==> src/rtl/dmem_pkg.sv <==
// Shared types and constants for the data-memory arbiter slice.
package dmem_pkg;

  localparam int unsigned DMEM_DEPTH = 1024;

  typedef enum logic {
    PORT0 = 1'b0,
    PORT1 = 1'b1
  } port_t;

  typedef struct packed {
    logic        write;
    logic [31:0] addr;
    logic [31:0] wdata;
  } dmem_req_t;

  typedef struct packed {
    logic        err;
    logic [31:0] rdata;
  } dmem_resp_t;

  // Misaligned or beyond the last word of a depth-word memory.
  function automatic logic addr_bad(input logic [31:0] addr, input int unsigned depth);
    return (addr[1:0] != 2'b00) || ({2'b00, addr[31:2]} >= depth);
  endfunction

endpackage

==> src/rtl/dmem_arbiter_rr.sv <==
// Two-way round-robin grant; the port granted last loses the next tie.
module rr_arbiter2
  import dmem_pkg::*;
(
  input  logic       clk,
  input  logic       reset,
  input  logic [1:0] req_valid,
  input  logic       enable,
  input  logic       accept,
  output logic [1:0] grant
);

  port_t last_grant_q, last_grant_d;

  always_comb begin
    grant = 2'b00;
    if (enable) begin
      case (req_valid)
        2'b01:   grant = 2'b01;
        2'b10:   grant = 2'b10;
        2'b11:   grant = (last_grant_q == PORT1) ? 2'b01 : 2'b10;
        default: grant = 2'b00;
      endcase
    end
  end

  always_comb begin
    last_grant_d = last_grant_q;
    if (accept) last_grant_d = grant[1] ? PORT1 : PORT0;
  end

  always_ff @(posedge clk) begin
    if (reset) last_grant_q <= PORT1;
    else       last_grant_q <= last_grant_d;
  end

endmodule

==> src/rtl/dmem_arbiter.sv <==
// Two-port arbiter/sequencer in front of the single-port data memory,
// returning a registered one-cycle-latency response to the winning port.
module dmem_arbiter
  import dmem_pkg::*;
#(
  parameter  int unsigned DEPTH = DMEM_DEPTH,
  localparam int unsigned IDX_W = $clog2(DEPTH)
) (
  input  logic        clk,
  input  logic        reset,
  input  logic [1:0]  req_valid,
  output logic [1:0]  req_ready,
  input  logic [1:0]  req_write,
  input  logic [31:0] req_addr0,
  input  logic [31:0] req_addr1,
  input  logic [31:0] req_wdata0,
  input  logic [31:0] req_wdata1,
  output logic [1:0]  resp_valid,
  output logic        resp_err,
  output logic [31:0] resp_rdata,
  output logic [31:0] mem_address,
  output logic [31:0] mem_write_data,
  output logic        mem_read,
  output logic        mem_write,
  input  logic [31:0] mem_read_data
);

  logic [1:0] grant;
  logic       granted;
  logic       err;
  dmem_req_t  req0, req1, sel;

  logic [1:0] resp_valid_q, resp_valid_d;
  dmem_resp_t resp_q, resp_d;

  // Reset suppresses grants so requests held during reset stay pending.
  rr_arbiter2 u_arb (
    .clk       (clk),
    .reset     (reset),
    .req_valid (req_valid),
    .enable    (!reset),
    .accept    (granted),
    .grant     (grant)
  );

  assign req_ready = grant;
  assign granted   = |grant;

  always_comb begin
    req0.write = req_write[0];
    req0.addr  = req_addr0;
    req0.wdata = req_wdata0;
    req1.write = req_write[1];
    req1.addr  = req_addr1;
    req1.wdata = req_wdata1;
    sel        = grant[1] ? req1 : req0;
    err        = granted && addr_bad(sel.addr, DEPTH);

    mem_address    = '0;
    mem_write_data = '0;
    mem_read       = 1'b0;
    mem_write      = 1'b0;
    if (granted && !err) begin
      mem_address[IDX_W-1:0] = sel.addr[IDX_W+1:2];
      mem_write_data         = sel.wdata;
      mem_write              = sel.write;
      mem_read               = !sel.write;
    end

    resp_valid_d = grant;
    resp_d.err   = err;
    resp_d.rdata = mem_read ? mem_read_data : '0;
  end

  always_ff @(posedge clk) begin
    if (reset) begin
      resp_valid_q <= '0;
      resp_q       <= '0;
    end else begin
      resp_valid_q <= resp_valid_d;
      resp_q       <= resp_d;
    end
  end

  assign resp_valid = resp_valid_q;
  assign resp_err   = resp_q.err;
  assign resp_rdata = resp_q.rdata;

endmodule

==> config.mk <==
export PLATFORM = sky130hd
export DESIGN_NAME = dmem_arbiter
export DESIGN_NICKNAME = d
export VERILOG_FILES = /design/src/rtl/dmem_pkg.sv /design/src/rtl/dmem_arbiter_rr.sv /design/src/rtl/dmem_arbiter.sv
export SDC_FILE = /design/constraint.sdc
export NUM_CORES = 1
export LEC_CHECK = 0
export BUFFER_PORTS_ARGS = -buffer_cell sky130_fd_sc_hd__buf_2
export CORE_AREA = 2 2 103 105
export DETAILED_ROUTE_END_ITERATION = 10
export DIE_AREA = 0 0 105 107
export PLACE_DENSITY = 0.63
export SLEW_MARGIN = 15
export SYNTH_ARGS = -nofsm -noshare
export SYNTH_HDL_FRONTEND = slang
export SYNTH_SLANG_ARGS = --single-unit
==> constraint.sdc <==
create_clock -name clk -period 5.14 [get_ports clk]
set_clock_uncertainty 0.05 [all_clocks]
set_input_delay 1.028 -clock clk [delete_from_list [all_inputs] [get_ports clk]]
set_output_delay 1.028 -clock clk [all_outputs]
set_load 0.05 [all_outputs]
Word level (Yosys, flattened, before mapping)
Index checks and enable logic that the tools add are counted.
{"block": "totals", "word_cells": 26, "regBits": 36, "latch_bits": 0, "ramBits": 0, "n_memories": 0, "rom_bits": 0}
{"block": "op_classes", "shifts": 0, "multipliers": 0, "n_reduce_logical": 8, "n_lt_le_gt_ge": 1, "n_div": 0, "n_addsub": 0, "bitwise_logic": 1, "muxes": 9, "n_eq_ne": 3}
{"cell": "65-bit 2-to-1 mux", "n": 1}
{"cell": "32-bit 2-to-1 mux", "n": 1}
{"cell": "30-bit by 11-bit >= comparator with 1-bit output, second input constant", "n": 1}
{"cell": "10-bit 2-to-1 mux", "n": 1}
{"cell": "2-bit one-hot mux with 3 select lines", "n": 1}
{"cell": "2-bit == test, second input constant", "n": 2}
{"cell": "2-bit 2-to-1 mux", "n": 2}
{"cell": "2-bit OR reduction", "n": 2}
{"cell": "1-bit 2-to-1 mux", "n": 3}
{"cell": "2-bit by 1-bit == test with 1-bit output, second input constant", "n": 1}
{"cell": "1-bit logical AND", "n": 2}
{"cell": "1-bit zero test", "n": 2}
{"cell": "2-bit nonzero test", "n": 1}
{"cell": "1-bit logical OR", "n": 1}
{"cell": "1-bit inverter", "n": 1}

Longest topological paths before layout
Gate-level depths: netlist (run 1).
{"block": "logic_depth", "depth_word": 12, "depth_mapped": 7, "mapped_depth_nobuf": 5}

Cells and area by module
From an unflattened synthesis (run 1), not the netlist that was laid out.
{"block": "unflattened", "cells_unflattened": 258, "hier_area_um2": 1985.7}
{"mod": "dmem_arbiter", "cells_each": 249, "instances": 1, "seq_area_each_um2": 700.7, "area_per_inst_um2": 1920.6}
{"mod": "rr_arbiter2", "cells_each": 9, "instances": 1, "seq_area_each_um2": 20.0, "area_per_inst_um2": 65.1}

Least setup slack after synthesis (run 1)
No wires, ideal clock.
{"block": "synth_timing", "path_kind": "input to output", "from": "input req_valid[1]", "to": "output mem_address[2]", "n_path_buf": 2, "path_stages": 7, "arrival_ns": 3.138, "path_slack_ns": 0.924, "path_cell_list": "nor2b_1 -> nand2_1 -> inv_1 -> buf_2 -> buf_2 -> nand2_1 -> a221oi_1"}
{"block": "synth_between", "elab_chain_len": 10}
{"element": "from (decl)", "line_no": "dmem_arbiter.sv:11", "source": "input logic [1:0] req_valid,"}
{"element": "2-bit == test or 2-bit by 1-bit == test with 1-bit output (tied branches)", "line_no": "dmem_arbiter_rr.sv:18", "source": "case (req_valid)"}
{"element": "2-bit one-hot mux with 3 select lines *", "line_no": "dmem_arbiter_rr.sv:18"}
{"element": "2-bit 2-to-1 mux *", "line_no": "dmem_arbiter_rr.sv:17", "source": "if (enable) begin"}
{"element": "named net req_ready[1]", "line_no": "dmem_arbiter.sv:12", "source": "output logic [1:0] req_ready,"}
{"element": "65-bit 2-to-1 mux", "line_no": "dmem_arbiter.sv:56", "source": "sel = grant[1] ? req1 : req0;"}
{"element": "30-bit by 11-bit >= comparator with 1-bit output or 2-bit nonzero test (tied branches)", "line_no": "dmem_pkg.sv:24", "source": "return (addr[1:0] != 2'b00) || ({2'b00, addr[31:2]} >= depth);"}
{"element": "1-bit logical OR", "line_no": "dmem_pkg.sv:24"}
{"element": "1-bit logical AND", "line_no": "dmem_arbiter.sv:57", "source": "err = granted && addr_bad(sel.addr, DEPTH);"}
{"element": "1-bit zero test", "line_no": "dmem_arbiter.sv:63", "source": "if (granted && !err) begin"}
{"element": "1-bit logical AND", "line_no": "dmem_arbiter.sv:63"}
{"element": "10-bit 2-to-1 mux *", "line_no": "dmem_arbiter.sv:63"}
{"element": "to (decl)", "line_no": "dmem_arbiter.sv:21", "source": "output logic [31:0] mem_address,"}
The timed path passes the listed nets; every way through them passes the cells marked *.

Worst setup path in the final report (run 1)
{"block": "layout_timing", "from": "input reset", "to": "output mem_write_data[1]"}
{"block": "layout_between", "elab_chain_len": 8}
{"element": "from (decl)", "line_no": "dmem_arbiter.sv:10", "source": "input logic reset,"}
{"element": "2-bit 2-to-1 mux *", "line_no": "dmem_arbiter_rr.sv:17"}
{"element": "65-bit 2-to-1 mux", "line_no": "dmem_arbiter.sv:56"}
{"element": "30-bit by 11-bit >= comparator with 1-bit output or 2-bit nonzero test (tied branches)", "line_no": "dmem_pkg.sv:24"}
{"element": "1-bit logical OR", "line_no": "dmem_pkg.sv:24"}
{"element": "1-bit logical AND", "line_no": "dmem_arbiter.sv:57"}
{"element": "1-bit zero test", "line_no": "dmem_arbiter.sv:63"}
{"element": "1-bit logical AND", "line_no": "dmem_arbiter.sv:63"}
{"element": "32-bit 2-to-1 mux *", "line_no": "dmem_arbiter.sv:63"}
{"element": "to (decl)", "line_no": "dmem_arbiter.sv:22", "source": "output logic [31:0] mem_write_data,"}
Mark *: on every way between the ends. The rest lies on a longest branch, timed or not.

==> results of run 1 <==
-- Yosys cell counts, drive strengths merged --
| master | instances | area share |
|---|---|---|
| nand4 | 2 | 0.0075 |
| nand2 | 120 | 0.18 |
| a221oi | 43 | 0.15 |
| dfxtp | 36 | 0.29 |
| conb | 1 | 0.0015 |
| buf | 45 | 0.13 |
| nor4 | 10 | 0.025 |
| or2 | 1 | 0.0025 |
| mux2 | 1 | 0.0045 |
| nor2 | 6 | 0.0090 |
| a21oi | 1 | 0.0020 |
| clkbuf | 14 | 0.021 |
| and4 | 2 | 0.0070 |
| o21ai | 1 | 0.0020 |
| and3 | 1 | 0.0025 |
| a211oi | 33 | 0.16 |
| inv | 3 | 0.0045 |
| nor2b | 1 | 0.0025 |
-- stage by stage --
step	hold WS [ns]	setup WS (ns)	instance area, sq um	util
4_1_cts	0.455	0.864	3730	0.370
3_5_place_dp	0.440	0.881	3640	0.361
3_3_place_gp	0.430	0.924	3640	0.361
2_1_floorplan	0.411	0.924	2590	-
6_report	0.454	0.941	3740	0.370
5_1_grt	0.507	0.737	3740	0.370
-- routing by layer --
metal,up-vias,global-route usage
li1,1547,-
met1,1421,0.185
met2,160,0.268
met3,11,0.0340
met4,2,0.0362
met5,-,0
-- how the worst max path moves through the flow --
stage / from / to / slack [ns] / cells after the start
after detailed placement: reset / mem_write_data[1] / 0.88 / 7
after global routing: reset / mem_write_data[18] / 0.74 / 7
after floorplan: req_valid[1] / mem_address[2] / 0.92 / 7
after global placement: reset / mem_write_data[1] / 0.92 / 7
final: reset / mem_write_data[1] / 0.94 / 7
after CTS: reset / mem_write_data[1] / 0.86 / 7
-- worst max-delay path, cell delays in order --
cell      delay, ns
buf_2          0.13
nor2b_1        0.11
nand2_1        0.26
inv_1          0.21
nand4_4        0.50
a221oi_1       0.51
buf_2          0.33
-- layout make-up --
cell class	instances	area [sq um]	share of cell area
clock buffer	5	68.8	0.0184
clock inverter	3	18.8	0.00502
inverter	3	11.3	0.00301
multi-input combinational	244	1490	0.398
sequential	36	721	0.193
tap	136	170	0.0455
timing repair buffer	250	1260	0.338
-- cells by family (layout without fill, tap and decap cells) --
family	after synthesis	after routing	share of synthesized area
multiplexers	1	1	0.00449
buffers and inverters	62	261	0.159
AND/OR/NAND/NOR	143	143	0.235
other	1	22	0.00149
AO/OA/AOI/OAI	78	78	0.313
flip-flops	36	36	0.287
-- flip-flops by register name, indices dropped and copies added (netlist names) --
register and count:
u_arb.last_grant_q 1, resp_valid 2, resp_err 1, resp_rdata 32
-- power by group through the flow --
stage	logic (uW)	registers (uW)	clock network (uW)
6_report	174	282	193
5_1_grt	192	282	213
4_1_cts	175	281	199
3_5_place_dp	174	288	0
3_3_place_gp	172	288	0
2_1_floorplan	109	293	0
-- placed cells by master, fill, tap and decap left out, drive strengths merged --
cell type	instances
a211oi	33
a21oi	1
a221oi	43
and3	1
and4	2
buf	250
clkbuf	5
clkinv	3
conb	22
dfxtp	36
inv	3
mux2	1
nand2	120
nand4	2
nor2	6
nor2b	1
nor4	10
o21ai	1
or2	1
==> results by group, run 1 <==
Yosys
  – Flops & latches, synth: 36
  – Yosys cell types: 22
  – Avg Inst Size Synth: 7.82 sq um
  – Yosys warnings: 0
  – Synth Instances: 321
  – Post-synthesis sequential area ratio: 0.287
  – Mapped Area: 2510 sq um

Worst setup path
  – Crit path kind: primary input to output port
  – CP endpoint kind: output port
  – R2R Path Start: u_arb.last_grant_q
  – Worst r2r dst: resp_rdata[27]
  – Worst Path Required: 4.06 ns
  – Worst Path Arrival: 3.12 ns
  – Crit path max fanout: 45
  – Worst reg2reg setup slack: 2.82 ns
  – Reg2Reg Depth: 6
  – Critical Path Source Type: primary input

Clock tree
  – Clock edge transition at the registers on the reported setup and hold paths: 0.07 ns
  – CTS max path bufs: 2
  – CTS Hold Bufs: 0
  – CTS sink count: 36
  – Clock root buffer: clkbuf_8
  – CTS tree: done
  – Worst-Skew Late Latency: 0.28 ns
  – Post-CTS sizing: 0
  – Post-CTS Repair Setup Buffers: 0
  – CTS Buf Count: 5
  – H-tree levels: 2

Power
  – Sequential Power Share: 0.434
  – Sw Ratio: 0.328
  – Pwr dens: 174 nW/um^2
  – Pint: 435 uW
  – Clock group share of total power: 0.298
  – Comb pwr share: 0.268
  – Peak supply drop: 0.123 mV
  – Leakage power: 0.00191 uW
  – Switch Pwr: 213 uW
  – Total power: 648 uW

Floorplan
  – Core area: 10100 sq um
  – Starting Density: 0.249
  – Die Y: 107 um
  – DIE AREA: 11200 sq um
  – Die W: 105 um
  – Ports: 269
  – # rows: 37

Place
  – Placed cell count: 669
  – Port Buffers: 246
  – Gp weighted congestion: 0.826
  – DP HPWL: 6810 um

STA
  – RSZ-0062 raised after global routing: false
  – Setup violators final: 0
  – Setup TNS: 0 ns
  – Period utilization: 0.817
  – Fmax: 238 MHz
  – Endpoints failing hold: 0
  – Slew headroom: 0.378
  – Fin crit period: 4.20 ns
  – Max Slew Vio Count: 0
  – Worst slew pin tran: 0.933 ns

Job
  – Maxcap violations: 0

Finish
  – Non-Filler Instances: 677
  – Diodes inserted: 0
  – Synth-to-Final Area Change: 48.9%
  – Fill count: 1106
  – Layout cell share with drive strength beyond 1: 0.540
  – Fin nets: 706

Global routing
  – GRT Overall Usage: 0.151
  – Largest net degree at the start of global routing: 78
  – Number of global-route vias before repair: 2833
  – First-pass GRT wire length: 13900 um
  – Antenna violations before repair: 1
  – Overflow after GRT: 0

Drt
  – Wire length on met1: 3690 um
  – Final wirelength: 9030 um
  – WL/cell: 13.3 um
  – Post-DR vias/cell: 4.64
  – Met2 routed wirelength: 4440 um
  – DRT iter0 DRCs: 103
  – Vias: 3141
  – WL met3: 770 um
  – Top sig layer: met5
  – 1st-pass router iterations: 7
  – # DRC: 0
  – Routed Antenna Nets: 0

Min path
  – Worst Hold Launch: u_arb.last_grant_q
  – Hold depth: 2
  – Worst Hold Class: flop to flop
  – Worst Hold Path EP: u_arb.last_grant_q

Status
  – Status: finished clean
Power figures use the tool's default switching activity.
==> run 2, diff against run 1 <==
Settings changed: CORE_AREA 2 2 103 105 to 2 2 105 107, DIE_AREA 0 0 105 107 to 0 0 107 109, PLACE_DENSITY 0.63 to 0.61.
Clock period 5.14 ns to 4 ns, I/O delays scaled along.
==> run 2 against run 1 <==
Register-to-register slack worse by 0.83 ns. Total power is 39% higher. Critical path depth stayed put. Sequential power is 28% higher. Highest routed layer is now met4. Largest cell class unchanged. Non-clock buffer count is 4 higher.
==> results by group, run 2 (synthesis gave the netlist of run 1 again) <==
Power
  – Switch Pwr: 277 uW
  – Pwr dens: 235 nW/um^2
  – Clock group share of total power: 0.345
  – Comb pwr share: 0.254
  – Leakage power: 0.00195 uW
  – Peak supply drop: 0.164 mV
  – Sw Ratio: 0.307
  – Total power: 903 uW
  – Sequential Power Share: 0.401
  – Pint: 626 uW

Place
  – Post-Place Worst Slack: 0.445 ns
  – Gp weighted congestion: 0.874
  – DP HPWL: 7900 um
  – Area after DPL: 3720 sq um
  – Port Buffers: 246

STA
  – Fmax: 280 MHz
  – Fin crit period: 3.57 ns
  – Setup violators final: 0
  – Max Slew Vio Count: 0
  – Worst slew pin tran: 0.880 ns
  – Endpoints failing hold: 0
  – Setup TNS: 0 ns
  – Setup ws final: 0.433 ns
  – Slew headroom: 0.414
  – Period utilization: 0.892
  – RSZ-0062 raised after global routing: false

Worst setup path
  – Crit path kind: primary input to output port
  – Reg2Reg Depth: 7
  – Worst setup path endpoint: mem_write_data[2]
  – R2R Path Start: u_arb.last_grant_q
  – Worst reg2reg setup slack: 1.99 ns
  – CP endpoint kind: output port
  – Critical Path Source Type: primary input
  – Crit path max fanout: 59
  – Worst Path Required: 3.15 ns
  – Worst r2r dst: resp_rdata[20]
  – Worst setup path start: req_addr1[15]
  – Worst Path Arrival: 2.72 ns

Drt
  – Vias: 3241
  – WL/cell: 14.8 um
  – DRT iter0 DRCs: 145
  – Final wirelength: 10200 um
  – Routed Antenna Nets: 0
  – # DRC: 0
  – 1st-pass router iterations: 4
  – Post-DR vias/cell: 4.72

Finish
  – Synth-to-Final Area Change: 53.0%
  – Fin nets: 710
  – Layout cell share with drive strength beyond 1: 0.543
  – Fin util: 0.362
  – Design Area, Final: 3840 sq um
  – Max reg flops: 32
  – Commonest non-fill, non-tap cell in the layout: buf_2
  – Most frequent cells in the layout: buf_2, nand2_1, a221oi_1

Global routing
  – GRT Overall Usage: 0.163
  – Largest net degree at the start of global routing: 78
  – First-pass GRT wire length: 15000 um
  – Number of global-route vias before repair: 2961
  – Antenna violations before repair: 1
  – Overflow after GRT: 0

Clock tree
  – Clock edge transition at the registers on the reported setup and hold paths: 0.07 ns
  – CTS max path bufs: 2
  – Post-CTS sizing: 0
  – CTS sink count: 36
  – CTS Hold Bufs: 0
  – CTS tree: done
  – Worst-Skew Late Latency: 0.28 ns
  – CTS Buf Count: 5
  – Post-CTS Repair Setup Buffers: 0
  – H-tree levels: 2
  – Clock root buffer: clkbuf_8

Floorplan
  – DIE AREA: 11700 sq um
  – # rows: 38
  – Die Y: 109 um
  – Starting Density: 0.237
  – Core area: 10600 sq um
  – Die W: 107 um
  – Ports: 269

Job
  – Maxcap violations: 0

Min path
  – Worst Hold Class: flop to flop

Status
  – Status: finished clean
==> run 2: metrics by stage <==
| stage | instances | hold WS, ns |
|---|---|---|
| 2_1_floorplan | 342 | 0.411 |
| 3_3_place_gp | 677 | 0.423 |
| 3_5_place_dp | 677 | 0.440 |
| 4_1_cts | 685 | 0.455 |
| 5_1_grt | 686 | 0.482 |
| 6_report | 686 | 0.455 |
==> run 2: metal layers <==
| metal | vias up | routed length, um | global-route usage |
|---|---|---|---|
| met2 | 176 | 5350 | 0.304 |
| met5 | - | 0 | 0 |
| li1 | 1553 | - | - |
| met1 | 1501 | 3850 | 0.190 |
| met4 | 0 | 126 | 0.0455 |
| met3 | 11 | 828 | 0.0299 |
==> run 2: how the worst min path moves through the flow <==
| stage | startpoint | end | depth (start not counted) |
|---|---|---|---|
| final | u_arb.last_grant_q | u_arb.last_grant_q | 2 |
| after global routing | u_arb.last_grant_q | u_arb.last_grant_q | 2 |
| after CTS | u_arb.last_grant_q | u_arb.last_grant_q | 2 |
| after detailed placement | u_arb.last_grant_q | u_arb.last_grant_q | 2 |
| after global placement | u_arb.last_grant_q | u_arb.last_grant_q | 2 |
| after floorplan | u_arb.last_grant_q | u_arb.last_grant_q | 2 |
==> run 2: cell type report <==
cell class	count	area, sq um
fill	1126	6760
multi-input combinational	244	1490
timing repair buffer	254	1330
sequential	36	721
tap	140	175
clock buffer	6	72.6
clock inverter	2	35.0
inverter	3	11.3
antenna	1	2.50
==> run 2: worst max-delay path, cell delays in order <==
cell,delay [ns]
buf_2,0.09
nor4_1,0.27
and4_1,0.28
nand4_4,0.09
buf_4,0.32
a221oi_1,0.60
buf_12,0.21
==> run 2: power groups by stage <==
stage	Sequential [uW]	Combinational [uW]	Clock, uW
after global routing	362	250	334
after global placement	370	227	0
after floorplan	377	140	0
after CTS	362	232	317
final	362	230	311
after detailed placement	370	231	0
==> run 3, diff against run 2 <==
--- a/config.mk
+++ b/config.mk
@@ -7,8 +7,10 @@
 export LEC_CHECK = 0
 export BUFFER_PORTS_ARGS = -buffer_cell sky130_fd_sc_hd__buf_2
-export CORE_AREA = 2 2 105 107
+export CELL_PAD_IN_SITES_DETAIL_PLACEMENT = 2
+export CELL_PAD_IN_SITES_GLOBAL_PLACEMENT = 2
+export CORE_ASPECT_RATIO = 2
+export CORE_UTILIZATION = 16
 export DETAILED_ROUTE_END_ITERATION = 10
-export DIE_AREA = 0 0 107 109
-export PLACE_DENSITY = 0.61
+export PLACE_DENSITY = 0.83
 export SLEW_MARGIN = 15
 export SYNTH_ARGS = -nofsm -noshare
==> constraint.sdc (replaced) <==
create_clock -name clk -period 3.7 [get_ports clk]
set_clock_uncertainty 0.05 [all_clocks]
set_input_delay 0.37 -clock clk [delete_from_list [all_inputs] [get_ports clk]]
set_output_delay 0.37 -clock clk [all_outputs]
set_load 0.05 [all_outputs]
==> run 3 against run 2 <==
Wire length increased by 22%. Critical path depth unchanged. Register-to-register slack got worse by 0.97 ns. First-iteration DRC count decreased by 74%. Non-clock buffer count decreased by 1. Count of clock-buffer cells in the layout decreased by 1. Cell area increased by 2.0%. Cell count increased by 8.2%. Critical path type is now flop to output port. Largest power group is now the clock network.
==> results by group, run 3 (synthesis gave the netlist of run 1 again) <==
Worst setup path
  – Worst Path Arrival: 2.73 ns
  – Worst reg2reg setup slack: 1.02 ns
  – Critical Path Max Stage Delay: 0.60 ns
  – Crit-path slowest cell: clkinv_1
  – Crit path kind: flop to output port
  – Critical Path Source Type: flop
  – Worst r2r dst: resp_rdata[13]
  – Reg2Reg Depth: 7
  – Crit path max fanout: 58
  – R2R Path Start: u_arb.last_grant_q
  – CP endpoint kind: output port
  – Worst Path Required: 3.28 ns
  – Cell Chain, Critical Path: nand2_1 -> nand2_2 -> clkinv_1 -> nand4_4 -> buf_4 -> a221oi_1 -> buf_2

Clock tree
  – Post-CTS sizing: 0
  – CTS tree: done
  – Clock root buffer: clkbuf_16
  – Clock edge transition at the registers on the reported setup and hold paths: 0.06 ns
  – H-tree levels: 2
  – CTS Hold Bufs: 0
  – CTS max path bufs: 2
  – Worst-Skew Late Latency: 0.29 ns
  – CTS sink count: 36
  – CTS Buf Count: 5
  – Post-CTS Repair Setup Buffers: 0

Finish
  – Layout cell share with drive strength beyond 1: 0.544
  – Synth-to-Final Area Change: 56.0%
  – Seq. cell area: 721 sq um
  – Max reg flops: 32
  – Diodes inserted: 0
  – Commonest non-fill, non-tap cell in the layout: buf_2
  – Fill count: 1868
  – Area of the multi-input gates: 1480 sq um
  – Fin nets: 709
  – Most frequent cells in the layout: buf_2, nand2_1, a221oi_1

STA
  – Hold Slack: 0.264 ns
  – Fmax: 317 MHz
  – Slew headroom: 0.335
  – Worst slew pin tran: 0.997 ns
  – Endpoints failing hold: 0
  – Setup violators final: 0
  – Fin crit period: 3.15 ns
  – RSZ-0062 raised after global routing: false
  – Period utilization: 0.852
  – Setup TNS: 0 ns
  – Max Slew Vio Count: 0

Drt
  – Vias: 3328
  – 1st-pass router iterations: 4
  – Routed Antenna Nets: 0
  – WL/cell: 16.6 um
  – Post-DR vias/cell: 4.49
  – Final wirelength: 12400 um
  – # DRC: 0
  – DRT iter0 DRCs: 38

Global routing
  – Number of global-route vias before repair: 3869
  – GRT Overall Usage: 0.148
  – Largest net degree at the start of global routing: 78
  – Antenna violations before repair: 0
  – First-pass GRT wire length: 18900 um
  – Overflow after GRT: 0

Place
  – Port Buffers: 246
  – DP HPWL: 9630 um
  – Gp weighted congestion: 0.784

Power
  – Leakage power: 0.00195 uW
  – Pwr dens: 290 nW/um^2
  – Peak supply drop: 0.147 mV

Floorplan
  – # rows: 64
  – Die Y: 179 um
  – Core area: 15300 sq um
  – Starting Density: 0.164
  – DIE AREA: 16200 sq um
  – Ports: 269
  – Die W: 90.5 um

Min path
  – Worst Hold Launch: mem_read_data[31]
  – Worst Hold Path EP: resp_rdata[31]
  – Worst Hold Class: primary input to flop
  – Hold depth: 3

Status
  – Status: finished clean

Job
  – Maxcap violations: 0
==> run 3: how the worst max path moves through the flow <==
stage | from | cells after the start | endpoint
floorplan | req_valid[1] | 7 | mem_address[2]
global placement | req_valid[1] | 8 | mem_write_data[23]
detailed placement | req_valid[1] | 8 | mem_write_data[26]
CTS | u_arb.last_grant_q | 7 | mem_write_data[26]
global route | u_arb.last_grant_q | 7 | mem_write_data[26]
finish | u_arb.last_grant_q | 7 | mem_write_data[26]
==> run 3: routing by layer <==
metal | track usage | part of all wire | up-vias
li1 | - | - | 1549
met1 | 0.130 | 0.32 | 1571
met2 | 0.318 | 0.59 | 185
met3 | 0.0178 | 0.053 | 23
met4 | 0.0712 | 0.030 | 0
met5 | 0 | 0 | -
==> run 3: critical path, delay by kind of cell (launching register included) <==
family          cells  cell delay [ns]
flops               1             0.33
buf+inv             3             1.47
simple gates        3             0.38
compound gates      1             0.23
==> run 3: cell type report <==
class | instances | area share
clock buffers | 5 | 0.0320
well taps | 198 | 0.0633
clock inverters | 3 | 0.0109
inverters | 3 | 0.00288
multi-input cells | 244 | 0.379
flip-flops and latches | 36 | 0.184
repair buffers | 253 | 0.328
==> run 3: per-stage QoR <==
stage	setup slack, ns	util	instance area, sq um	total power, uW	cells
2_1_floorplan	0.800	-	2590	559	342
3_3_place_gp	0.671	0.245	3750	645	734
3_5_place_dp	0.565	0.245	3750	658	734
4_1_cts	0.460	0.256	3910	1150	742
6_report	0.549	0.256	3910	1140	742
5_1_grt	0.283	0.256	3910	1190	742
==> run 3: power by group <==
| part | leakage [uW] | switching [uW] | total (uW) | internal, uW |
|---|---|---|---|---|
| Clock | 0.0000798 | 172 | 488 | 316 |
| Combinational | 0.00158 | 169 | 255 | 85.8 |
| Sequential | 0.000291 | 1.10 | 392 | 391 |
| Total | 0.00195 | 342 | 1140 | 793 |
